$ cat config.mk
export PLATFORM = sky130hd
export DESIGN_NAME = fetch_sequencer
export DESIGN_NICKNAME = d
export VERILOG_FILES = /design/src/rtl/fetch_sequencer.sv
export SDC_FILE = /design/constraint.sdc
export NUM_CORES = 1
export LEC_CHECK = 0
export BUFFER_PORTS_ARGS = -buffer_cell sky130_fd_sc_hd__buf_4
export CORE_AREA = 4 4 50 86
export CTS_BUF_LIST = sky130_fd_sc_hd__clkbuf_4 sky130_fd_sc_hd__clkbuf_8
export DETAILED_ROUTE_END_ITERATION = 6
export DIE_AREA = 0 0 54 90
export GPL_TIMING_DRIVEN = 0
export PLACE_DENSITY = 0.84
export SETUP_SLACK_MARGIN = 0.05
export SYNTH_ARGS = -nofsm -noshare
export SYNTH_HDL_FRONTEND = slang
export SYNTH_SLANG_ARGS = --single-unit
$ cat constraint.sdc
create_clock -name i_clk -period 3 [get_ports i_clk]
set_clock_uncertainty 0.1 [all_clocks]
set_input_delay 0.6 -clock i_clk [delete_from_list [all_inputs] [get_ports i_clk]]
set_output_delay 0.6 -clock i_clk [all_outputs]
set_load 0.005 [all_outputs]
$ cat src/rtl/fetch_sequencer.sv
// Instruction-fetch controller: drives the PC counter strobes, reads program memory,
// resolves JMP/BZ/HALT locally and hands every other instruction downstream.
module fetch_sequencer #(
  parameter int ADDR_WIDTH     = 8,
  parameter int INSTR_WIDTH    = 16,
  parameter int TIMEOUT_CYCLES = 16
) (
  input  logic                   i_clk,
  input  logic                   i_reset,
  input  logic                   i_start,
  input  logic [ADDR_WIDTH-1:0]  i_pc,
  input  logic                   i_zero_flag,
  output logic                   o_pc_reset,
  output logic                   o_pc_load,
  output logic [ADDR_WIDTH-1:0]  o_pc_load_data,
  output logic                   o_pc_increment,
  output logic                   o_mem_req,
  output logic [ADDR_WIDTH-1:0]  o_mem_addr,
  input  logic                   i_mem_rvalid,
  input  logic [INSTR_WIDTH-1:0] i_mem_rdata,
  output logic                   o_instr_valid,
  output logic [INSTR_WIDTH-1:0] o_instr_data,
  input  logic                   i_instr_ready,
  output logic                   o_busy,
  output logic                   o_halted,
  output logic                   o_fetch_err
);

  typedef enum logic [2:0] {
    S_IDLE,
    S_FETCH,
    S_WAIT,
    S_DECODE,
    S_ISSUE,
    S_HALT
  } seqState_e;

  localparam logic [3:0] OP_JMP  = 4'h1;
  localparam logic [3:0] OP_BZ   = 4'h2;
  localparam logic [3:0] OP_HALT = 4'hF;
  localparam logic [7:0] TIMEOUT_LAST = 8'(TIMEOUT_CYCLES - 1);

  seqState_e              r_state;
  logic [INSTR_WIDTH-1:0] r_instr;
  logic [7:0]             r_timeoutCnt;
  logic                   r_instrValid;
  logic                   r_busy;
  logic                   r_halted;
  logic                   r_fetchErr;

  logic [3:0]            w_opcode;
  logic [ADDR_WIDTH-1:0] w_operand;
  logic                  w_active;
  logic                  w_startOk;
  logic                  w_decode;
  logic                  w_take;
  logic                  w_fallThrough;
  logic                  w_accept;

  assign w_opcode  = r_instr[INSTR_WIDTH-1 -: 4];
  assign w_operand = r_instr[ADDR_WIDTH-1:0];

  // Strobes are gated by reset so a reset cycle never disturbs the PC counter.
  assign w_active      = ~i_reset;
  assign w_startOk     = w_active & i_start & ((r_state == S_IDLE) | (r_state == S_HALT));
  assign w_decode      = w_active & (r_state == S_DECODE);
  assign w_take        = w_decode & ((w_opcode == OP_JMP) | ((w_opcode == OP_BZ) & i_zero_flag));
  assign w_fallThrough = w_decode & (w_opcode == OP_BZ) & ~i_zero_flag;
  assign w_accept      = w_active & r_instrValid & i_instr_ready;

  assign o_pc_reset     = w_startOk;
  assign o_pc_load      = w_take;
  assign o_pc_load_data = w_take ? w_operand : '0;
  assign o_pc_increment = w_fallThrough | w_accept;
  assign o_mem_req      = w_active & (r_state == S_FETCH);
  assign o_mem_addr     = o_mem_req ? i_pc : '0;

  assign o_instr_valid = r_instrValid;
  assign o_instr_data  = r_instr;
  assign o_busy        = r_busy;
  assign o_halted      = r_halted;
  assign o_fetch_err   = r_fetchErr;

  always_ff @(posedge i_clk) begin
    if (i_reset) begin
      r_state      <= S_IDLE;
      r_instr      <= '0;
      r_timeoutCnt <= '0;
      r_instrValid <= 1'b0;
      r_busy       <= 1'b0;
      r_halted     <= 1'b0;
      r_fetchErr   <= 1'b0;
    end else begin
      case (r_state)
        S_IDLE, S_HALT: begin
          if (i_start) begin
            r_state    <= S_FETCH;
            r_busy     <= 1'b1;
            r_halted   <= 1'b0;
            r_fetchErr <= 1'b0;
          end
        end
        S_FETCH: begin
          r_timeoutCnt <= '0;
          r_state      <= S_WAIT;
        end
        // The timeout fires on the last WAIT cycle that still lacks read data.
        S_WAIT: begin
          if (i_mem_rvalid) begin
            r_instr <= i_mem_rdata;
            r_state <= S_DECODE;
          end else if (r_timeoutCnt == TIMEOUT_LAST) begin
            r_fetchErr <= 1'b1;
            r_busy     <= 1'b0;
            r_halted   <= 1'b1;
            r_state    <= S_HALT;
          end else begin
            r_timeoutCnt <= r_timeoutCnt + 8'd1;
          end
        end
        S_DECODE: begin
          if (w_opcode == OP_HALT) begin
            r_busy   <= 1'b0;
            r_halted <= 1'b1;
            r_state  <= S_HALT;
          end else if ((w_opcode == OP_JMP) || (w_opcode == OP_BZ)) begin
            r_state <= S_FETCH;
          end else begin
            r_instrValid <= 1'b1;
            r_state      <= S_ISSUE;
          end
        end
        S_ISSUE: begin
          if (i_instr_ready) begin
            r_instrValid <= 1'b0;
            r_state      <= S_FETCH;
          end
        end
        default: begin
          r_state <= S_IDLE;
        end
      endcase
    end
  end

endmodule

== Word level (Yosys, flattened, before mapping) ==
Cells that the tools add are included.

* Add/sub/neg operators: 1
* Equal/unequal tests: 18
* Multiplexer cells: 27
* Bitwise gates (word level): 15
* Reduce and logical (&&, ||, !) cells: 13

{| class="wikitable"
|+ Operators by type and width
! cell !! count
|-
| $mux W8 || 4
|-
| $mux W3 || 6
|-
| $pmux W8 S2 || 1
|-
| $pmux W3 S5 || 1
|-
| $ne A2 B2 Y1 const B || 7
|-
| $mux W1 || 11
|-
| $and A1 B1 Y1 || 10
|-
| $add A8 B1 Y8 const B || 1
|-
| $eq A8 B4 Y1 const B || 1
|-
| $reduce_and A4 Y1 || 2
|-
| $eq A3 B2 Y1 const B || 2
|-
| $eq A3 B3 Y1 const B || 2
|-
| $pmux W1 S3 || 2
|-
| $reduce_and A3 Y1 || 2
|-
| $reduce_bool A2 Y1 || 3
|-
| $reduce_and A5 Y1 || 1
|-
| $eq A4 B1 Y1 const B || 1
|-
| $eq A4 B2 Y1 const B || 1
|-
| $eq A4 B4 Y1 const B || 1
|-
| $pmux W1 S2 || 2
|-
| $eq A3 B1 Y1 const B || 1
|-
| $logic_not A3 Y1 || 1
|-
| $ne A3 B3 Y1 const B || 1
|-
| $or A1 B1 Y1 || 3
|-
| other kinds (6) || 7
|}

* Register bits: 31
* Input port bits: 30
* Output and inout bits: 40
* Word-level logic and storage cells: 81

== Depth between registers and ports, before layout ==
* Depth after elaboration: 5
* Mapped depth: 7
* Gate-level depth less buffers: 6

== Worst setup path after synthesis ==
OpenSTA, ideal clock, no wires.

* Path kind: register -> output
* Start: register r_state[0]
* End: output port o_mem_addr[0]
* Arrival: 1,323 ps
* Required time: 2,300 ps
* Path slack: 977 ps
* Cell stages (with the launch flop): 6
* Buffers on the path: 2
* Cells stage by stage: dfxtp_1 buf_2 nor3b_2 nor2b_1 clkbuf_1 and2_1

* Word-level cells in the longest chain between the ends: 3

{| class="wikitable"
|+ Ends and longest elaborated chain
! what !! line !! RTL
|-
| start: declaration || 43 || <nowiki>seqState_e r_state;</nowiki>
|-
| start signal: assignment || 86 || <nowiki>r_state <= S_IDLE;</nowiki>
|-
| start signal: assignment || 97 || <nowiki>r_state <= S_FETCH;</nowiki>
|-
| start signal: assignment || 105 || <nowiki>r_state <= S_WAIT;</nowiki>
|-
| $eq A3 B1 Y1 || 75 || <nowiki>assign o_mem_req = w_active & (r_state == S_FETCH);</nowiki>
|-
| $and A1 B1 Y1 || 75 ||
|-
| named net o_mem_req || 17 || <nowiki>output logic o_mem_req,</nowiki>
|-
| $mux W8 || 76 || <nowiki>assign o_mem_addr = o_mem_req ? i_pc : '0;</nowiki>
|-
| end: declaration || 18 || <nowiki>output logic [ADDR_WIDTH-1:0] o_mem_addr,</nowiki>
|}

The timed path passes the listed nets, and every way through them passes these cells.

== Final worst setup path ==
* Start: register r_state[0]
* End: output port o_mem_addr[4]

* Word-level cells in the longest chain between the ends: 3

{| class="wikitable"
|+ Ends and longest elaborated chain
! what !! line
|-
| $eq A3 B1 Y1 || 75
|-
| $and A1 B1 Y1 || 75
|-
| $mux W8 || 76
|}

Every way passes these cells.

==> run_results.csv <==
group,metric,value,unit
cts,post_cts_buffers,0,
finish,multiInputGateArea,883,um^2
pwr,max-vdd-ir-drop,0.466,mV
pwr,cellLeakagePower,0.973,nW
finish,syn_to_final_growth,42.2,%
worst_setup_path,cp_max_fo,9,
global_routing,antenna_found_initial,0,
cts,clk_pin_slew_worst_paths,70,ps
yosys,yosys.area_share.simple,0.330,
worst_setup_path,worst-setup-path-type,"reg -> out",
status,status,"finished clean",
drt,drcViolationCount,0,
finish,drive_above_1_share,0.337,
timing,slew_headroom,0.661,
finish,fillCellCount,330,
yosys,synthesis.area,1580,um^2
timing,whs,353,ps
cts,clockRootBuffer,"clkbuf_8",
cts,clkSinkCount,31,
worst_setup_path,r2r-start,"r_timeoutCnt[0]",
min_path,min_path_type,"reg -> reg",
yosys,yosys_register_bits,31,
timing,setup_viol,0,
yosys,synthArstFlopShare,0,
cts,cts_made_buffers,5,
min_path,hp-start,"o_instr_data[11]",
floorplan,std_cell_rows,29,
finish,antenna_cells,0,
cts,h-tree-depth,2,
global_routing,grt_max_degree,11,
yosys,syn_avg_cell_area,8.04,um^2
min_path,min_path_cells,2,
cts,clock_path_buffers,2,
floorplan,num_io_pins,70,
worst_setup_path,reg2reg_slack,1010,ps
timing,finalHoldViolCount,0,
placement,port-buffer-count,69,
timing,rsz0062_at_grt,"no",
min_path,min_to,"o_instr_data[11]",
yosys,synth_fp_nets,227,
cts,clk_latency,280,ps
worst_setup_path,ff2ff_path_depth,7,
yosys,muxShareOfSynthArea,0.0199,
floorplan,fp.dieArea,4860,um^2
yosys,ys_seq_area_frac,0.394,
worst_setup_path,arrival,1990,ps
worst_setup_path,crit_path_end_kind,"output pin",
global_routing,grt_pass1_wl,6.50,mm
placement,dp_hpwl,3.15,mm
worst_setup_path,worstReg2RegEnd,"r_timeoutCnt[3]",
worst_setup_path,worst_setup_path_start_kind,"flop",
drt,routed_wl,4.02,mm
yosys,synth_edf_count,0,
drt,wire_per_inst,12.6,um
drt,vias_per_cell,4.97,
drt,first_pass_iters,4,
cts,ctsResizeCount,0,
worst_setup_path,crit_required,2300,ps
yosys,synth-xor-area-share,0.0389,
timing,final.period_utilization,0.898,
yosys,synth_ff_type,"dfxtp_1",
timing,drv_slew,0,
flow_run,drv_cap,0,
timing,max_freq,0.371,GHz
floorplan,chipHeight,90,um
yosys,synth_fa_ha_area_frac,0.00794,
placement,place_congestion,0.863,
global_routing,grt_overflow,0,
pwr,pwr_density_cell,590,nW/um^2
drt,drt_iter0_drc,29,
yosys,synth.distinct_cells,44,
finish,final_common_cell,"buf_4",
cts,hold_buffers,0,
yosys,yosysWarnings,0,
timing,worstMarginPinSlew,507,ps
finish,nNetsFinal,303,
timing,min_period,2690,ps
floorplan,fp.dieW,54,um
yosys,synth_top_family_by_area,"simple AND/OR/NAND/NOR gates",
drt,antenna_left,0,
global_routing,grt_use_total,0.175,
drt,vias,1587,
yosys,synth_compound_area_frac,0.164,
floorplan,core-area,3590,um^2
yosys,synth_cells,196,
finish,layout_common_cells,"71 x buf_4, 40 x nand2_1, 31 x dfxtp_1, 22 x a21oi_1, 19 x nor2_1",
timing,setup_tns,0,ps
cts,cts_tree,"built",
global_routing,grt_pass1_vias,1473,
floorplan,initial_core_util,0.439,
finish,seq_area,621,um^2
==> stage by stage <==
step	total power [W]	area, um^2	worst slack (ps)	utilization	std cells
finish	0.00132	2240	305	0.623	319
global route	0.00141	2240	123	0.623	319
CTS	0.00133	2240	309	0.623	319
detailed placement	0.000999	2150	526	0.599	311
global placement	0.000991	2150	521	0.599	311
floorplan	0.000820	1580	977	-	196
==> registers in the layout, indices dropped and copies added, names as in the netlist <==
| signal | count |
|---|---|
| r_state | 3 |
| o_instr_data | 16 |
| o_busy | 1 |
| o_instr_valid | 1 |
| r_timeoutCnt | 8 |
| o_fetch_err | 1 |
| o_halted | 1 |
==> power breakdown <==
part,internal [W],switching (W),leakage [nW]
Combinational,0.000239,0.000261,0.673
Clock,0.000181,0.000151,0.0491
Sequential,0.000459,0.0000309,0.251
Total,0.000878,0.000443,0.973
==> how the worst max path moves through the flow <==
stage                     startpoint              to  slack [ps]  cells after the start
after floorplan           r_state[0]   o_mem_addr[0]         980                      5
after global placement       i_reset  o_pc_increment         520                      5
after detailed placement     i_reset  o_pc_increment         530                      5
after CTS                 r_state[0]   o_mem_addr[4]         310                      6
after global routing      r_state[0]   o_mem_addr[4]         120                      6
final                     r_state[0]   o_mem_addr[4]         310                      6
==> cells in the mapped netlist (3+ instances only) <==
| cell | instances | area share |
|---|---|---|
| o31ai_1 | 3 | 0.014 |
| a21oi_1 | 22 | 0.070 |
| clkbuf_1 | 6 | 0.014 |
| xor2_1 | 6 | 0.033 |
| dfxtp_1 | 31 | 0.39 |
| nor2b_1 | 3 | 0.012 |
| nor2_1 | 19 | 0.045 |
| buf_2 | 3 | 0.0095 |
| nand2_1 | 40 | 0.095 |
| nor3_1 | 3 | 0.0095 |
| and2_1 | 17 | 0.068 |
==> worst max-delay path, cell delays in order, from the launching register on <==
cell	delay (ps)
dfxtp_1	300
buf_2	190
nor3b_2	470
nor2b_1	190
clkbuf_1	250
and2_1	190
buf_4	110
==> kinds of logic (layout without fill, tap and decap cells) <==
kind of cell | count (synthesis) | count (layout)
and+or+nand+nor | 101 | 101
AOI/OAI and AO/OA | 40 | 40
DFF | 31 | 31
buffers and inverters | 13 | 90
xor gates and xnor gates | 7 | 7
muxes | 3 | 3
adders and majority gates | 1 | 1
==> final cells by class <==
type | instances | area share
Buffer | 12 | 0.0302
Clock buffer | 7 | 0.0374
Clock inverter | 1 | 0.00223
Inverter | 1 | 0.00168
Multi-Input combinational cell | 152 | 0.394
Sequential cell | 31 | 0.277
Tap cell | 46 | 0.0257
Timing Repair Buffer | 69 | 0.231
==> layer usage <==
layer / part of all wire / routed length (um) / vias up / track usage
met2: 0.56 / 2260 / 33 / 0.320
li1: - / - / 820 / -
met4: 0.020 / 79 / 0 / 0.0728
met5: 0 / 0 / - / 0
met3: 0.055 / 221 / 8 / 0.0464
met1: 0.36 / 1460 / 726 / 0.173
(Power assumes the default switching activity.)
